## config.mk

```make
export PLATFORM = sky130hd
export DESIGN_NAME = primality_test_arbiter
export DESIGN_NICKNAME = d
export VERILOG_FILES = /design/src/rtl/rsa_pkg.sv /design/src/rtl/rr_priority_picker.sv /design/src/rtl/primality_test_arbiter.sv
export SDC_FILE = /design/constraint.sdc
export NUM_CORES = 1
export LEC_CHECK = 0
export CORE_MARGIN = 8
export CORE_UTILIZATION = 44
export CTS_CLUSTER_DIAMETER = 40
export CTS_CLUSTER_SIZE = 40
export DETAILED_ROUTE_END_ITERATION = 10
export PLACE_DENSITY_LB_ADDON = 0.15
export SLEW_MARGIN = 20
export SYNTH_ARGS = -nofsm -noshare
export SYNTH_HDL_FRONTEND = slang
export SYNTH_SLANG_ARGS = --single-unit
```

## constraint.sdc

```tcl
create_clock -name clk -period 3.4 [get_ports clk]
set_clock_uncertainty 0.1 [all_clocks]
set_input_delay 0.51 -clock clk [delete_from_list [all_inputs] [get_ports clk]]
set_output_delay 0.51 -clock clk [all_outputs]
set_load 0.01 [all_outputs]
```

## src/rtl/rsa_pkg.sv

```systemverilog
// Shared types and defaults for the RSA key-generation datapath.
package rsa_pkg;

  typedef enum logic [1:0] {
    ARB_IDLE,
    ARB_ARM,
    ARB_RUN,
    ARB_RESP
  } mr_arb_state_t;

  localparam int unsigned DEFAULT_MR_TIMEOUT = 4096;

endpackage

```

## src/rtl/rr_priority_picker.sv

```systemverilog
// Round-robin picker: first set request at or above rr_ptr, wrapping around.
module rr_priority_picker #(
  parameter int unsigned N  = 4,
  parameter int unsigned IW = (N > 1) ? $clog2(N) : 1
) (
  input  logic [N-1:0]  req,
  input  logic [IW-1:0] rr_ptr,
  output logic [N-1:0]  pick,
  output logic [IW-1:0] idx,
  output logic          valid
);

  logic [IW-1:0] j;

  always_comb begin
    pick  = '0;
    idx   = '0;
    valid = 1'b0;
    j     = '0;
    for (int unsigned i = 0; i < N; i++) begin
      j = IW'((32'(rr_ptr) + i) % N);
      if (!valid && req[j]) begin
        valid   = 1'b1;
        pick[j] = 1'b1;
        idx     = j;
      end
    end
  end

endmodule

```

## src/rtl/primality_test_arbiter.sv

```systemverilog
// Shares one Miller-Rabin core among NUM_REQ requesters with round-robin grant,
// trivial-candidate short cut and a watchdog on each core run.
module primality_test_arbiter
  import rsa_pkg::*;
#(
  parameter int unsigned WORD_WIDTH     = 32,
  parameter int unsigned NUM_REQ        = 4,
  parameter int unsigned SEC_PARAM      = 1,
  parameter int unsigned TIMEOUT_CYCLES = DEFAULT_MR_TIMEOUT
) (
  input  logic                                clk,
  input  logic                                rst,
  input  logic [NUM_REQ-1:0]                  req,
  input  logic [NUM_REQ*(WORD_WIDTH/2)-1:0]   req_n,
  output logic [NUM_REQ-1:0]                  grant,
  output logic [NUM_REQ-1:0]                  resp_valid,
  output logic                                resp_is_prime,
  output logic                                resp_timeout,
  output logic                                busy,
  output logic                                mr_rst,
  output logic                                mr_enable,
  output logic [WORD_WIDTH/2-1:0]             mr_n,
  output logic [1:0]                          mr_security_param,
  input  logic                                mr_done,
  input  logic                                mr_is_prime
);

  localparam int unsigned NW = WORD_WIDTH / 2;
  localparam int unsigned IW = (NUM_REQ > 1) ? $clog2(NUM_REQ) : 1;
  localparam int unsigned CW = $clog2(TIMEOUT_CYCLES + 1);

  mr_arb_state_t        state_q, state_d;
  logic [NUM_REQ-1:0]   grant_q, grant_d;
  logic [NUM_REQ-1:0]   resp_valid_q, resp_valid_d;
  logic                 resp_is_prime_q, resp_is_prime_d;
  logic                 resp_timeout_q, resp_timeout_d;
  logic                 busy_q, busy_d;
  logic                 mr_rst_q, mr_rst_d;
  logic                 mr_enable_q, mr_enable_d;
  logic [NW-1:0]        mr_n_q, mr_n_d;
  logic [IW-1:0]        rr_ptr_q, rr_ptr_d;
  logic [IW-1:0]        owner_q, owner_d;
  logic [CW-1:0]        wdog_q, wdog_d;

  logic [NUM_REQ-1:0]   pick_oh;
  logic [IW-1:0]        pick_idx;
  logic                 pick_valid;
  logic [IW-1:0]        next_ptr;
  logic [CW-1:0]        wdog_inc;

  rr_priority_picker #(
    .N  (NUM_REQ),
    .IW (IW)
  ) u_picker (
    .req    (req),
    .rr_ptr (rr_ptr_q),
    .pick   (pick_oh),
    .idx    (pick_idx),
    .valid  (pick_valid)
  );

  assign next_ptr = (owner_q == IW'(NUM_REQ - 1)) ? '0 : owner_q + IW'(1);
  assign wdog_inc = wdog_q + CW'(1);

  // Next-state, verdict and registered-output computation.
  always_comb begin
    state_d         = state_q;
    grant_d         = grant_q;
    resp_valid_d    = '0;
    resp_is_prime_d = 1'b0;
    resp_timeout_d  = 1'b0;
    mr_n_d          = mr_n_q;
    rr_ptr_d        = rr_ptr_q;
    owner_d         = owner_q;
    wdog_d          = wdog_q;

    case (state_q)
      ARB_IDLE: begin
        if (pick_valid) begin
          state_d = ARB_ARM;
          grant_d = pick_oh;
          owner_d = pick_idx;
          mr_n_d  = req_n[32'(pick_idx) * NW +: NW];
          wdog_d  = '0;
        end
      end
      ARB_ARM: begin
        if (!req[owner_q]) begin
          state_d  = ARB_IDLE;
          grant_d  = '0;
          rr_ptr_d = next_ptr;
        end else if (mr_n_q < NW'(2)) begin
          state_d      = ARB_RESP;
          resp_valid_d = grant_q;
        end else if ((mr_n_q == NW'(2)) || (mr_n_q == NW'(3))) begin
          state_d         = ARB_RESP;
          resp_valid_d    = grant_q;
          resp_is_prime_d = 1'b1;
        end else if (!mr_n_q[0]) begin
          state_d      = ARB_RESP;
          resp_valid_d = grant_q;
        end else begin
          state_d = ARB_RUN;
        end
      end
      ARB_RUN: begin
        if (!req[owner_q]) begin
          state_d  = ARB_IDLE;
          grant_d  = '0;
          rr_ptr_d = next_ptr;
        end else begin
          wdog_d = wdog_inc;
          // A done arriving on the expiry cycle still counts as a real verdict.
          if (mr_done) begin
            state_d         = ARB_RESP;
            resp_valid_d    = grant_q;
            resp_is_prime_d = mr_is_prime;
          end else if (wdog_inc == CW'(TIMEOUT_CYCLES)) begin
            state_d        = ARB_RESP;
            resp_valid_d   = grant_q;
            resp_timeout_d = 1'b1;
          end
        end
      end
      ARB_RESP: begin
        state_d  = ARB_IDLE;
        grant_d  = '0;
        rr_ptr_d = next_ptr;
      end
      default: begin
        state_d = ARB_IDLE;
        grant_d = '0;
      end
    endcase

    busy_d      = (state_d != ARB_IDLE);
    mr_rst_d    = (state_d == ARB_ARM);
    mr_enable_d = (state_d == ARB_RUN);
  end

  always_ff @(posedge clk) begin
    if (rst) begin
      state_q         <= ARB_IDLE;
      grant_q         <= '0;
      resp_valid_q    <= '0;
      resp_is_prime_q <= 1'b0;
      resp_timeout_q  <= 1'b0;
      busy_q          <= 1'b0;
      mr_rst_q        <= 1'b1;
      mr_enable_q     <= 1'b0;
      mr_n_q          <= '0;
      rr_ptr_q        <= '0;
      owner_q         <= '0;
      wdog_q          <= '0;
    end else begin
      state_q         <= state_d;
      grant_q         <= grant_d;
      resp_valid_q    <= resp_valid_d;
      resp_is_prime_q <= resp_is_prime_d;
      resp_timeout_q  <= resp_timeout_d;
      busy_q          <= busy_d;
      mr_rst_q        <= mr_rst_d;
      mr_enable_q     <= mr_enable_d;
      mr_n_q          <= mr_n_d;
      rr_ptr_q        <= rr_ptr_d;
      owner_q         <= owner_d;
      wdog_q          <= wdog_d;
    end
  end

  assign grant             = grant_q;
  assign resp_valid        = resp_valid_q;
  assign resp_is_prime     = resp_is_prime_q;
  assign resp_timeout      = resp_timeout_q;
  assign busy              = busy_q;
  assign mr_rst            = mr_rst_q;
  assign mr_enable         = mr_enable_q;
  assign mr_n              = mr_n_q;
  assign mr_security_param = 2'(SEC_PARAM);

endmodule

```

Word level (Yosys, flattened, before mapping)

Cells that the tools add are included.

Memory bits (read-only): 0
Logic and storage cells: 129
Bits of input ports: 72
Bits in writable memories: 0
Flip-flop bits (word level): 48
Memories: 0
Output and inout bits: 31
Latch bits: 0

Multiplexer cells: 63
Equality and inequality tests: 12
Shift operators: 1
Add/sub/neg operators: 5
Magnitude comparators: 10
Reductions and logical operators: 21
Bitwise logic cells: 5
Multiply operators: 0
Divide/modulo/power cells: 0

Operators by type and width:

| operator                                                                             | number |
|---|---|
| 64-bit by 7-bit indexed part select with 16-bit output                               | 1 |
| 4-bit two-way mux                                                                    | 13 |
| 16-bit by 2-bit equality test with 1-bit output (second input constant)              | 2 |
| 13-bit two-way mux                                                                   | 2 |
| 13-bit case mux with 2 select lines                                                  | 1 |
| 1-bit two-way mux                                                                    | 22 |
| 2-bit two-way mux                                                                    | 11 |
| 16-bit by 2-bit less-than comparator with 1-bit output (second input constant)       | 1 |
| 2-bit by 3-bit less-than comparator with 1-bit output (second input constant)        | 5 |
| 13-bit by 1-bit adder with 13-bit output (second input constant)                     | 1 |
| 13-bit equality test (second input constant)                                         | 1 |
| 4-bit bitwise OR                                                                     | 3 |
| 4-bit case mux with 3 select lines                                                   | 1 |
| 1-bit binary-select mux with 2-bit select                                            | 5 |
| 1-bit demux with 2-bit select                                                        | 4 |
| 2-bit equality test (second input constant)                                          | 4 |
| 2-bit by 1-bit greater-or-equal comparator with 1-bit output (second input constant) | 4 |
| 2-bit case mux with 4 select lines                                                   | 1 |
| 4-bit case mux with 2 select lines                                                   | 1 |
| 1-bit logical AND                                                                    | 7 |
| 2-bit != test (second input constant)                                                | 3 |
| 2-bit AND reduction                                                                  | 3 |
| 2-bit nonzero test                                                                   | 3 |
| 2-bit by 1-bit adder with 2-bit output (second input constant)                       | 2 |
| 11 further kinds                                                                     | 16 |

Longest topological paths before layout

Depth after elaboration: 15
Gate-level depth with buffers: 15
Depth with buffers taken out: 8

Cells and area by module

Synthesis repeated with hierarchy kept, for this count alone.

Cells, all modules: 347
Area total of the unflattened synthesis: 3098.0 µm²

Modules (own cells, without submodules):

| module                 | times used | cells each | seq. area each (µm²) | area an instance (µm²) |
|---|---|---|---|---|
| primality_test_arbiter | 1          | 302        | 960.9                | 2676.3 |
| rr_priority_picker     | 1          | 45         | 0.0                  | 421.7 |

Worst setup path after synthesis

Ideal clock, no wire load.

Path type: flip-flop to flip-flop
Start: reg rr_ptr_q[0]
End: reg mr_n_q[10], in the netlist mr_n[10]
Cell stages (with the launch flop): 16
Arrival: 3.229 ns
Slack: -0.020 ns
Setup time: 0.091 ns
Buffers on the path: 7
Data required time: 3.209 ns
Clock period less this slack: 3.420 ns
Path through: dfxtp_1 -> buf_6 -> buf_2 -> inv_1 -> ha_1 -> buf_2 -> mux4_2 -> buf_2 -> nor2b_1 -> buf_4 -> or3_1 -> buf_2 -> a21boi_2 -> buf_6 -> o221ai_1 -> a311oi_1

Word-level cells in the longest chain between the ends: 13
Elaborated cells on any way between the ends: 27
Those cells by class: 3 x add/sub; 1 x shift; 16 x mux; 7 x reduce/logical

RTL lines:

| what                                                                                            | line                          | source |
|---|---|---|
| from (decl)                                                                                     | primality_test_arbiter.sv:41  | `logic [IW-1:0] rr_ptr_q, rr_ptr_d;` |
| from (signal assigned)                                                                          | primality_test_arbiter.sv:165 | `rr_ptr_q <= rr_ptr_d;` |
| parallel branches: the longest is 13 deep, another holds 2-bit by 1-bit adder with 2-bit output | --                            |  |
| to (signal assigned)                                                                            | primality_test_arbiter.sv:164 | `mr_n_q <= mr_n_d;` |
| to (decl)                                                                                       | primality_test_arbiter.sv:40  | `logic [NW-1:0] mr_n_q, mr_n_d;` |

Several ways; the timed one is not identified. The select of a mux whose other input is x is not followed.
A chain may end at the register's enable or synchronous reset.

Final worst setup path

Start: reg rr_ptr_q[0]
End: reg mr_n_q[9], in the netlist mr_n[9]

Same word-level chain as after synthesis.

==> results.md <==
* Filler Cell Count at 714
* Post-synth EDFFs at 0
* Status: finished clean
* CP Capture Type: register
* Top cells by count, synth: nor2_1 (67), dfxtp_1 (48), nand2_1 (48)
* Layout Nets at around 630
* Post-CTS setup buffer count at 0
* Num rows at 32
* First-pass GRT wire length at 17900 µm
* Critical Path Most Common Cell: buf_4
* CTS Hold Bufs at 0
* Worst rel slew slack at 0.391
* Synth Flop Type: dfxtp_1
* Largest net degree at the start of global routing at between 40 and 50
* Final setup vio count at 0
* Layout area overhead at 33.9%
* Slew Viols, Final at 0
* Vias at 3767
* Synth area leader: dfxtp_1
* Yosys Warn Count at 0
* N_diodes at 0
* Synth Cell Area at 3510 µm²
* Cells after DPL at 636
* Register area share after synthesis at 0.274
* Worst Hold Class: register to register
* Slowest-stage cell, CP: mux4_2
* Sinks on Clock Net at 48
* Most frequent cell after synthesis: nor2_1
* Worst path arrival time at 3250 ps
* Cts bufs inserted at 5
* Largest cells by area after synthesis: dfxtp_1 (27%), a311oi_1 (8.5%), nor2_1 (7.2%), nand2_1 (5.1%), ha_1 (4.6%)
* Yosys reg bits at 48
* Largest stage delay, worst path at 630 ps
* Post-synth top area share at 0.274
* Register area at about 960 µm²
* Layout cells sized above 1 at 0.0738
* Routed length per instance at 17.0 µm
* I/O pin count at 103
* Peak VDD IR at ~0.00029 V
* GR Util met2 at 0.311
* WP buf/inv at 2
* Asr flop ratio synth at 0
* F_max at 0.318 GHz
* Port bufs at 100
* Die extent in y at between 100 and 150 µm
* Vias in the first global route at 3695
* GR Util met3 at 0.0469
* Largest delay share family, worst path: compound AO/OA/AOI/OAI gates
* GR Layer Usage met1 at 0.241
* GRT Residual Overflow at 0
* CP Class: register to register
* Placed Instance Area at between 4000 and 5000 µm²
* Top Usage Layer GRT: met2
* Starting Density at 0.454
* Synthesized area per cell at slightly below 8 µm²
* Multi-input gate area at 2250 µm²
* H-tree depth at 2
* P per Cell Area at approximately 610 nW/µm²
* Gr usage total at 0.191
* Slew @ Worst Pin at 910 ps
* Die W at ~110 µm
* CP max FO at 45
* MaxCap Viol Count at 0
* Post-route DRC at 0
* Static Leak at between 1.5 and 2 nW
* DRT antenna net count at 0
* Post-CTS sizing at 0
* 1st-iter DRT viols at 255
* Worst-Skew Late Latency at 310 ps
* CP required at around 3500 ps
* DR pass1 iterations at 5
* Antenna violations before repair at 0
* Period utilisation layout at 0.925
* Hold Vio Cnt, Final at 0
* Startpoint Class: register
* Unrepaired setup endpoints after global routing: no
* Crit path cell chain: buf_4 > mux4_2 > or3_4 > a211oi_4 > or2_1 > buf_4 > o2111ai_1 > a311oi_1
* Finished Layout Cells at 644
* Util after Layout at 0.608
* Syn_nets at 541
* Core Footprint at 7730 µm²
* DP HPWL at 8440 µm
* Final wirelength at 11000 µm
* Vias per std cell at slightly below 6
* CTS tree: built
* Total Neg Setup Slack at 0 ps
* Clk buf depth at 2
* Final RePlAce weighted congestion at just under 0.9
* Distinct cell type count after synthesis at 52
* Post-Synthesis Cells at between 400 and 500
* Fin crit period at 3140 ps
* Root buffer cell: clkbuf_8
* Clock transition at the registers of the reported paths at approximately 90 ps
* Design area at 4690 µm²
* Die area at 11100 µm²
[worst reg2reg max path, cell delays in order, from the launching register on]
cell and delay, ps:
dfxtp_1 360, buf_4 450, mux4_2 640, or3_4 400
a211oi_4 210, or2_1 150, buf_4 220, o2111ai_1 200
a311oi_1 320
[state kept, by name, indices dropped and copies added (netlist names), 2 cells and up]
| signal | flops |
|---|---|
| grant | 4 |
| mr_n | 16 |
| owner_q | 2 |
| resp_valid | 4 |
| rr_ptr_q | 2 |
| state_q | 2 |
| wdog_q | 13 |
[power by group]
group	internal [W]	switching, W
Combinational	0.000818	0.000925
Clock	0.000140	0.000184
Sequential	0.000687	0.000113
Total	0.00165	0.00122
[per-stage QoR]
step	setup WS [ps]	hold WS, ps	total power [W]
final	256	354	0.00287
after global placement	133	338	0.00252
after detailed placement	31.0	341	0.00254
after global routing	49.6	390	0.00307
after floorplan	32.0	365	0.00191
after CTS	273	358	0.00287
[kinds of logic after synthesis]
logic type                 synth area share
AOI/OAI and AO/OA                     0.328
xor gates and xnor gates            0.00500
adders and majority gates            0.0464
buffers and inverters                0.0892
DFF                                   0.274
muxes                                0.0435
other                               0.00214
and+or+nand+nor                       0.212
[path summary, 6_finish.rpt]
kind                             from                       end  depth (start not counted)  slack [ps]
min             grant[2]$_SDFFE_PP0P_  resp_valid[2]$_SDFF_PP0_                          2         350
min reg2reg     grant[2]$_SDFFE_PP0P_  resp_valid[2]$_SDFF_PP0_                          2         350
max reg2reg  rr_ptr_q[0]$_SDFFE_PP0P_      mr_n[9]$_SDFFE_PP0P_                          8         260
max          rr_ptr_q[0]$_SDFFE_PP0P_      mr_n[9]$_SDFFE_PP0P_                          8         260
[layout make-up]
class / count / share of cell area
Sequential cell: 48 / 0.205
Inverter: 28 / 0.0224
Timing Repair Buffer: 122 / 0.251
Tap cell: 102 / 0.0272
Clock inverter: 1 / 0.00107
Multi-Input combinational cell: 337 / 0.479
Clock buffer: 6 / 0.0155
[cells in the final DEF, fill, tap and decap left out, types with 3 or more instances in the layout]
cell type	synthesis	layout
or3_1	6	6
clkdlybuf4s50_1	0	100
nand4_1	4	4
o221ai_1	16	16
a21oi_1	16	16
nor4_1	8	8
o21ai_0	11	11
or4_1	3	3
a22oi_1	10	10
ha_1	13	13
mux4_2	5	5
nand2_1	48	48
o2111ai_1	15	15
a311oi_1	34	34
nand3_1	8	8
mux2i_1	4	4
buf_4	4	20
nor3_1	6	6
a31oi_1	3	3
dfxtp_1	48	48
nor2_1	67	67
o22a_1	16	16
a211oi_1	3	3
clkbuf_8	0	5
o211ai_1	5	5
o31a_1	3	3
inv_1	28	27
[per-layer routing]
metal  up-vias  wire length (µm)
met5         -                 0
met2       147              5030
met1      1726              4930
met3         9               872
met4         0               143
li1       1885                 -
(Power assumes the default switching activity.)
